--- src/rtl/clb_config_loader.sv ---
// clb_config_loader
// Serial configuration loader for an array of CLBs. It hunts for a sync
// byte, reads an 8-bit frame count N, then reads N frames of FRAME_W bits.
// Each frame is followed by one even-parity bit. Every good frame is
// written to the configuration store with a one-cycle strobe.
//
// Ports
//   k         : clock, all state updates on the rising edge
//   rst       : synchronous active-high reset
//   start     : begin a load (honoured in IDLE, DONE, ERROR)
//   din       : serial data, MSB first
//   dvalid    : din qualifier; nothing advances while low
//   cfg_we    : one-cycle write strobe
//   cfg_addr  : CLB index for cfg_we (held between writes)
//   cfg_data  : frame contents for cfg_we (held between writes)
//   busy      : high in SYNC, COUNT, FRAME
//   done      : load finished, held until start/rst
//   err       : load aborted, held until start/rst
//
// state | meaning
// IDLE  | waiting for start after reset
// SYNC  | shifting bits until the sync word is seen
// COUNT | collecting the 8-bit frame count
// FRAME | collecting frame bits plus parity, writing good frames
// DONE  | all N frames written
// ERROR | bad count or parity, load abandoned
module clb_config_loader #(
   parameter int          NUM_CLB   = 16,
   parameter int          FRAME_W   = 37,
   parameter logic [7:0]  SYNC_WORD = 8'hB2,
   localparam int         AW        = (NUM_CLB > 1) ? $clog2(NUM_CLB) : 1
) (
   input  logic               k,
   input  logic               rst,
   input  logic               start,
   input  logic               din,
   input  logic               dvalid,
   output logic               cfg_we,
   output logic [AW-1:0]      cfg_addr,
   output logic [FRAME_W-1:0] cfg_data,
   output logic               busy,
   output logic               done,
   output logic               err
);

   localparam int BCW = $clog2(FRAME_W + 2);

   typedef enum logic [2:0] {
      IDLE, SYNC, COUNT, FRAME, DONE, ERROR
   } state_t;

   state_t             state;
   logic [7:0]         sync_sr;
   logic [7:0]         n_frames;
   logic [7:0]         idx;
   logic [BCW-1:0]     bit_cnt;
   logic [FRAME_W-1:0] frame_sr;
   logic               par;

   logic [7:0]         sync_nx;
   logic [7:0]         cnt_nx;
   logic [7:0]         idx_nx;

   assign sync_nx = {sync_sr[6:0], din};
   assign cnt_nx  = {n_frames[6:0], din};
   assign idx_nx  = idx + 8'd1;

   always_ff @(posedge k) begin
      if (rst) begin
         state    <= IDLE;
         sync_sr  <= '0;
         n_frames <= '0;
         idx      <= '0;
         bit_cnt  <= '0;
         frame_sr <= '0;
         par      <= 1'b0;
         cfg_we   <= 1'b0;
         cfg_addr <= '0;
         cfg_data <= '0;
         busy     <= 1'b0;
         done     <= 1'b0;
         err      <= 1'b0;
      end else begin
         cfg_we <= 1'b0;
         case (state)
            IDLE, DONE, ERROR: begin
               if (start) begin
                  state    <= SYNC;
                  sync_sr  <= '0;
                  n_frames <= '0;
                  idx      <= '0;
                  bit_cnt  <= '0;
                  par      <= 1'b0;
                  busy     <= 1'b1;
                  done     <= 1'b0;
                  err      <= 1'b0;
               end
            end
            SYNC: begin
               if (dvalid) begin
                  sync_sr <= sync_nx;
                  if (sync_nx == SYNC_WORD) begin
                     state   <= COUNT;
                     bit_cnt <= '0;
                  end
               end
            end
            COUNT: begin
               if (dvalid) begin
                  n_frames <= cnt_nx;
                  bit_cnt  <= bit_cnt + 1'b1;
                  if (bit_cnt == BCW'(7)) begin
                     bit_cnt <= '0;
                     if (cnt_nx == 8'd0 || cnt_nx > 8'(NUM_CLB)) begin
                        state <= ERROR;
                        busy  <= 1'b0;
                        err   <= 1'b1;
                     end else begin
                        state <= FRAME;
                        idx   <= '0;
                        par   <= 1'b0;
                     end
                  end
               end
            end
            FRAME: begin
               if (dvalid) begin
                  if (bit_cnt < BCW'(FRAME_W)) begin
                     frame_sr <= {frame_sr[FRAME_W-2:0], din};
                     par      <= par ^ din;
                     bit_cnt  <= bit_cnt + 1'b1;
                  end else if (par ^ din) begin
                     // odd parity over data+parity: drop the frame entirely
                     state <= ERROR;
                     busy  <= 1'b0;
                     err   <= 1'b1;
                  end else begin
                     cfg_we   <= 1'b1;
                     cfg_addr <= idx[AW-1:0];
                     cfg_data <= frame_sr;
                     idx      <= idx_nx;
                     bit_cnt  <= '0;
                     par      <= 1'b0;
                     if (idx_nx == n_frames) begin
                        state <= DONE;
                        busy  <= 1'b0;
                        done  <= 1'b1;
                     end
                  end
               end
            end
            default: begin
               state <= IDLE;
               busy  <= 1'b0;
            end
         endcase
      end
   end

endmodule

--- config.mk ---
export PLATFORM = sky130hd
export DESIGN_NAME = clb_config_loader
export DESIGN_NICKNAME = d
export VERILOG_FILES = /design/src/rtl/clb_config_loader.sv
export SDC_FILE = /design/constraint.sdc
export NUM_CORES = 1
export LEC_CHECK = 0
export CORE_ASPECT_RATIO = 0.9
export CORE_MARGIN = 3
export CORE_UTILIZATION = 62
export CTS_BUF_LIST = sky130_fd_sc_hd__clkbuf_2 sky130_fd_sc_hd__clkbuf_4 sky130_fd_sc_hd__clkbuf_8
export DETAILED_ROUTE_END_ITERATION = 10
export PLACE_DENSITY = 0.86
export RECOVER_POWER = 50
export SYNTH_ARGS = -nofsm -noshare
export SYNTH_HDL_FRONTEND = slang
export SYNTH_SLANG_ARGS = --single-unit
--- constraint.sdc ---
create_clock -name k -period 6 [get_ports k]
set_input_delay 0.9 -clock k [delete_from_list [all_inputs] [get_ports k]]
set_output_delay 0.9 -clock k [all_outputs]
set_load 0.1 [all_outputs]
==> out/qor.yml, run 1 <==
floorplanning:
  die_height_um: 89.43
  fp.dieArea_um2: 8826
  start_util_pct: 65.74
  top_level_pins: 50
  core_um2: 7293
  num_rows: 29
  floorplan.die.width_um: 98.70
cells_and_area:
  layout-drive-gt1-share_pct: 6.327
  fillCellCount: 523
  antenna_cells: 0
  ff_latch_area_um2: 2302
  layout-area-overhead-vs-synth_pct: 17.43
  final_cells: 741
  stdcell_area_um2: 5630
  layout.nets: 643
  area_of_combinational_cells_with_multiple_inputs_um2: 2243
routing:
  first_drt_pass_iteration_count: 5
  antenna_left: 0
  routed_wire_length_per_instance_um: 15.08
  drtIter0Drc: 287
  vias: 4360
  drt-total-wl_um: 11170
  remaining_drc_errors: 0
  vias_per_cell: 5.884
sta:
  worst-slew-pin-transition_ps: 1919
  achievable_frequency_ghz: 0.2663
  max_transition_margin_pct: -27.91
  final-hold-violation-count: 0
  report.final.slew_viol_count: 80
  setup_viol: 0
  finalClockSkew_ps: 8.720
  fin_worst_hold_slack_ps: 449.9
  final.period_utilization_pct: 62.59
  period_minus_slack_ps: 3755
  fin_setup_tns_ps: 0
  rsz0062_at_grt: "false"
clock_tree:
  cts_resized: 0
  clkSlewWorstSetupHoldPaths_ps: 70
  cts-hold-fix-buffers: 0
  clkSinkCount: 115
  cts_made_buffers: 17
  cts_setup_buffers: 0
  clockRootBuffer: "sky130_fd_sc_hd__clkbuf_8"
  tritoncts: "built"
  ctsHtreeMaxLevel: 4
  clock_insertion_delay_worst_skew_ps: 430
  clk_path_buf_depth: 2
worst_setup_path:
  critical_path_class: "in -> reg"
  worst_setup_path_end_kind: "register"
  worst_setup_path_start_kind: "input port"
  crit_fanout: 42
  cp_data_required_time_ps: 6350
  reg2reg_slack_ps: 2710
  critical_path_arrival_ps: 4100
logic_synthesis:
  synthArstFlopShare_pct: 0
  syn_inst: 602
  share_of_the_synthesized_area_in_compound_gates_ao_oa_aoi_oai_pct: 20.93
  synth-adder-area-share_pct: 0.7829
  synthesis.nets: 610
  yosys.cell_types.count: 55
  synth_xor_area_share_pct: 1.827
  yosysSeqAreaShare_pct: 48.02
  yosys.area_share.simple_pct: 24.09
  flip_flop_and_latch_count_after_synthesis: 115
  synth_mux_area_share_pct: 0.2088
  synthesis.area_um2: 4795
  yosys_warnings: 0
  synth_edf_count: 0
  synth.avg_cell_area_um2: 7.964
  ys_dominant_reg_cell: "sky130_fd_sc_hd__dfxtp_1"
  dominant_combinational_cell_family_by_area_after_synthesis: "simple AND/OR/NAND/NOR gates"
global_route:
  grt_pass1_vias: 3988
  grt_start_max_net_pins: 80
  initial_antenna_violation_count: 0
  grt.total_usage_pct: 26.12
  globalRoute.totalOverflow: 0
  global_route_wire_length_before_repair_um: 18460
status:
  violations_in_the_final_reports: "max-capacitance violations, max-slew violations"
  run_status: "finished with violations"
placed_design:
  placedInstanceArea_um2: 5268
  post-place-cells: 709
  finalWeightedCongestion: 0.8432
  buffer_ports.inserted: 49
  dp_hpwl_um: 6895
power:
  p_int_uw: 1286
  ir_drop_mv: 0.2068
  power_leakage_uw: 0.001865
  sw_share_pct: 31.64
  clock_power_share_pct: 40.4
  sequentialPowerShare_pct: 42.8
  pwr_density_nw_per_um2: 334.2
  switching_power_uw: 595.3
  power.combinational.fraction_pct: 16.8
min_path:
  min_path_type: "reg -> reg"
flow_run:
  maxCapViolCount: 2
## logic make-up (layout without fill, tap and decap cells)
kind of cell / after synthesis / count (layout)
buf+inv: 48 / 94
xor+xnor: 10 / 10
mux: 1 / 1
flops: 115 / 115
fa+ha+maj: 3 / 3
simple gates: 260 / 260
compound gates: 165 / 165
## cell usage after synthesis (2+ instances only)
library cell,instances,share of area (%)
sky130_fd_sc_hd__nor3_1,4,0.42
sky130_fd_sc_hd__ha_1,3,0.78
sky130_fd_sc_hd__nand3_1,21,2.2
sky130_fd_sc_hd__o41a_1,2,0.47
sky130_fd_sc_hd__and3b_1,2,0.37
sky130_fd_sc_hd__a2111o_1,2,0.47
sky130_fd_sc_hd__xnor2_1,6,1.1
sky130_fd_sc_hd__a21o_1,4,0.63
sky130_fd_sc_hd__nor2_1,15,1.2
sky130_fd_sc_hd__o21ai_0,13,1.4
sky130_fd_sc_hd__nor4_1,3,0.39
sky130_fd_sc_hd__a311oi_1,5,0.91
sky130_fd_sc_hd__and2_1,3,0.39
sky130_fd_sc_hd__nand2b_1,2,0.26
sky130_fd_sc_hd__nand3b_1,2,0.31
sky130_fd_sc_hd__o211ai_1,3,0.47
sky130_fd_sc_hd__and4_1,2,0.37
sky130_fd_sc_hd__nor3b_2,2,0.52
sky130_fd_sc_hd__xor2_1,4,0.73
sky130_fd_sc_hd__a31oi_1,4,0.52
sky130_fd_sc_hd__a21oi_1,113,12
sky130_fd_sc_hd__or3_1,2,0.26
sky130_fd_sc_hd__nor3b_1,3,0.47
sky130_fd_sc_hd__o31ai_1,2,0.31
sky130_fd_sc_hd__nor2b_1,3,0.39
sky130_fd_sc_hd__and3_1,4,0.52
sky130_fd_sc_hd__dfxtp_1,115,48
sky130_fd_sc_hd__inv_1,8,0.63
sky130_fd_sc_hd__a211oi_1,2,0.31
sky130_fd_sc_hd__clkbuf_1,27,2.1
sky130_fd_sc_hd__a41oi_1,2,0.37
sky130_fd_sc_hd__o2111ai_1,2,0.37
sky130_fd_sc_hd__nand2_1,183,14
sky130_fd_sc_hd__o41ai_2,2,0.68
sky130_fd_sc_hd__buf_2,12,1.3
## worst paths after layout
kind                              end  cells after the start             startpoint
max reg2reg  cfg_data[2]$_SDFFE_PP0P_                      7  state[2]$_SDFFE_PP0P_
min reg2reg         busy$_SDFFE_PP0P_                      2      busy$_SDFFE_PP0P_
max          cfg_data[2]$_SDFFE_PP0P_                      7                    din
min                 busy$_SDFFE_PP0P_                      2      busy$_SDFFE_PP0P_
## power by group through the flow
stage	registers (µW)	clock network [µW]	logic (µW)
2_1_floorplan	840	0	248
3_3_place_gp	823	0	324
3_5_place_dp	824	0	326
4_1_cts	806	765	331
5_1_grt	809	806	342
6_report	805	761	316
## metrics by stage
| step | power [µW] | utilization (%) | setup slack [ps] |
|---|---|---|---|
| after floorplan | 1088 | - | 3340 |
| after global placement | 1147 | 72.23 | 2518 |
| after detailed placement | 1150 | 72.23 | 2456 |
| after CTS | 1902 | 77.99 | 2893 |
| after global routing | 1957 | 77.20 | 1931 |
| final | 1882 | 77.20 | 2245 |
## layout make-up
cell class,instances,area share (%)
Sequential cell,115,40.89
Multi-Input combinational cell,439,39.84
Timing Repair Buffer,54,9.200
Clock buffer,18,4.289
Clock inverter,14,3.178
Tap cell,93,2.067
Inverter,8,0.5333
## placed cells by master (no fill, tap or decap), types with 5 or more instances in the layout
| master | synthesis | final |
|---|---|---|
| sky130_fd_sc_hd__clkbuf_8 | 0 | 17 |
| sky130_fd_sc_hd__clkdlybuf4s50_1 | 0 | 32 |
| sky130_fd_sc_hd__clkinvlp_4 | 0 | 6 |
| sky130_fd_sc_hd__dfxtp_1 | 115 | 115 |
| sky130_fd_sc_hd__o21ai_0 | 13 | 13 |
| sky130_fd_sc_hd__inv_1 | 8 | 8 |
| sky130_fd_sc_hd__nor2_1 | 15 | 15 |
| sky130_fd_sc_hd__a311oi_1 | 5 | 5 |
| sky130_fd_sc_hd__a21oi_1 | 113 | 113 |
| sky130_fd_sc_hd__nand2_1 | 183 | 183 |
| sky130_fd_sc_hd__nand3_1 | 21 | 22 |
| sky130_fd_sc_hd__xnor2_1 | 6 | 6 |
| sky130_fd_sc_hd__dlygate4sd3_1 | 0 | 16 |
## registers in the layout (all words and copies together), names as in the netlist, 3 cells and up
signal	count
cfg_data	37
frame_sr	37
idx	8
n_frames	8
sync_sr	7
bit_cnt	6
cfg_addr	4
state	3
## critical path: stages
cell and delay [ps]:
sky130_fd_sc_hd__dlygate4sd3_1 710, sky130_fd_sc_hd__xor2_1 360, sky130_fd_sc_hd__nor2_1 150, sky130_fd_sc_hd__nand3_1 130, sky130_fd_sc_hd__clkbuf_1 1380, sky130_fd_sc_hd__nand2_1 190
sky130_fd_sc_hd__a21oi_1 260
## metal layers
layer / track usage [%] / part of all wire [%] / vias up
li1: - / - / 2145
met1: 32.43 / 43 / 2050
met2: 42.73 / 50 / 146
met3: 8.034 / 5.8 / 19
met4: 11.17 / 1.6 / 0
met5: 0 / 0 / -
Power figures use the tool's default switching activity.
==> run 2: changes to the inputs <==
- CORE_UTILIZATION: 62 -> 53
- PLACE_DENSITY: 0.86 -> 0.78
- clock period: 6 -> 3.2 ns (I/O delays scaled with it)
==> out/qor.yml, run 2 (synthesized netlist as in run 1, its figures left out) <==
power:
  sw_share_pct: 30.59
  ir_drop_mv: 0.2950
  total_power_uw: 3641
  power.combinational.fraction_pct: 17.3
  p_int_uw: 2527
  clock_power_share_pct: 41.0
  power_leakage_uw: 0.001907
  pwr_density_nw_per_um2: 636.4
  sequentialPowerShare_pct: 41.6
  switching_power_uw: 1114
floorplanning:
  num_rows: 32
  start_util_pct: 55.18
  fp.dieArea_um2: 10220
  top_level_pins: 50
  die_height_um: 96.23
  floorplan.die.width_um: 106.3
  core_um2: 8688
worst_setup_path:
  critical_path_arrival_ps: 2900
  critical_path_class: "reg -> reg"
  cp_slowest_stage_delay_ps: 470
  worst_setup_path_end_kind: "register"
  critical_path.cell_chain: "ha_1 > nand3_2 > or3_1 > a2111o_1 > o31a_2 > o211ai_1 > o41ai_2"
  standard_cell_with_the_maximum_stage_delay_on_the_critical_path: "sky130_fd_sc_hd__a2111o_1"
  crit_fanout: 7
  worstReg2RegStart: "idx[1]$_SDFFE_PP0P_"
  worst_setup_path_start_kind: "register"
  cp_data_required_time_ps: 3480
  critical_path.startpoint: "idx[1]$_SDFFE_PP0P_"
placed_design:
  dp_hpwl_um: 7056
  finalWeightedCongestion: 0.8749
  buffer_ports.inserted: 49
sta:
  period_minus_slack_ps: 2622
  max_transition_margin_pct: 20.08
  achievable_frequency_ghz: 0.3814
  report.final.slew_viol_count: 0
  final-hold-violation-count: 0
  final.period_utilization_pct: 81.93
  fin_worst_hold_slack_ps: 454.0
  fin_setup_tns_ps: 0
  finalClockSkew_ps: 9.292
  worst-slew-pin-transition_ps: 1204
  setup_viol: 0
  rsz0062_at_grt: "false"
cells_and_area:
  layout-drive-gt1-share_pct: 8.000
  mostFrequentLayoutCells: "sky130_fd_sc_hd__nand2_1 (183), sky130_fd_sc_hd__dfxtp_1 (115), sky130_fd_sc_hd__a21oi_1 (113)"
  layout_top_registers: "cfg_data: 37 flops, frame_sr: 37 flops"
  antenna_cells: 0
  final_common_cell: "sky130_fd_sc_hd__nand2_1"
  layout.nets: 645
  layout-area-overhead-vs-synth_pct: 19.34
clock_tree:
  cts_setup_buffers: 0
  clkSinkCount: 115
  cts_resized: 0
  tritoncts: "built"
  clk_path_buf_depth: 2
  clock_insertion_delay_worst_skew_ps: 420
  ctsHtreeMaxLevel: 4
  cts-hold-fix-buffers: 0
  clkSlewWorstSetupHoldPaths_ps: 70
  clockRootBuffer: "sky130_fd_sc_hd__clkbuf_8"
  cts_made_buffers: 17
global_route:
  globalRoute.totalOverflow: 0
  global_route_wire_length_before_repair_um: 18370
  initial_antenna_violation_count: 0
  grt_start_max_net_pins: 64
  grt_pass1_vias: 3977
  grt.total_usage_pct: 22.15
routing:
  drt-total-wl_um: 10920
  antenna_left: 0
  vias_per_cell: 5.602
  routed_wire_length_per_instance_um: 14.20
  drtIter0Drc: 353
  remaining_drc_errors: 0
  vias: 4308
  first_drt_pass_iteration_count: 5
min_path:
  worstHoldStart: "cfg_data[36]$_SDFFE_PP0P_"
  min_path_type: "reg -> reg"
flow_run:
  maxCapViolCount: 0
status:
  run_status: "finished, final reports clean"
-- run 2: cell count changes in the layout (fill, tap and decap cells not counted), sizes merged --
cell           delta
buf               +2
bufinv            +1
dlygate4sd3       -1
clkdlybuf4s50     -7
clkinvlp          -3
clkbuf            +8
clkinv            +2
-- run 2: layout make-up --
class / instances / area, µm²
multi-input combinational: 439 / 2295
timing repair buffer: 56 / 498.0
inverter: 8 / 30.03
clock inverter: 14 / 200.2
clock buffer: 18 / 247.7
fill: 747 / 2967
tap: 119 / 148.9
sequential: 115 / 2302
-- run 2: through the flow --
step           util, %  area [µm²]  worst slack, ps  std cells
4_1_cts          66.26        5757            591.7        769
2_1_floorplan        -        4795            866.9        602
3_5_place_dp     61.10        5309            278.4        737
6_report         65.86        5722            578.1        769
5_1_grt          65.86        5722            377.5        769
3_3_place_gp     61.10        5309            355.5        737
-- run 2: worst max-delay path: cells and delay by family (launching register included) --
family	cells	cell delay [ps]
adder cells (fa/ha/maj)	1	340
AND/OR/NAND/NOR	2	550
AO/OA/AOI/OAI	4	1160
flip-flops	1	430
-- run 2: power by group through the flow --
stage / Sequential, µW / Combinational (µW) / Clock, µW
final: 1520 / 631 / 1490
after global routing: 1520 / 698 / 1590
after CTS: 1510 / 631 / 1520
after detailed placement: 1550 / 629 / 0
after global placement: 1540 / 609 / 0
after floorplan: 1570 / 466 / 0
-- run 2: path summary, 6_finish.rpt --
check                           cells past startpoint                         to  slack [ps]
worst max-delay path                                7      state[2]$_SDFFE_PP0P_         580
worst min-delay path                                2  cfg_data[36]$_SDFFE_PP0P_         450
worst max register to register                      7      state[2]$_SDFFE_PP0P_         580
worst min register to register                      2  cfg_data[36]$_SDFFE_PP0P_         450
-- run 2: metal layers --
layer | part of all wire [%] | routed length, µm | GRT usage [%] | vias up
met4 | 1.4 | 149 | 8.414 | 0
met3 | 5.2 | 565 | 5.634 | 15
li1 | - | - | - | 2146
met2 | 48 | 5213 | 35.50 | 115
met5 | 0 | 0 | 0 | -
met1 | 46 | 4994 | 29.00 | 2032
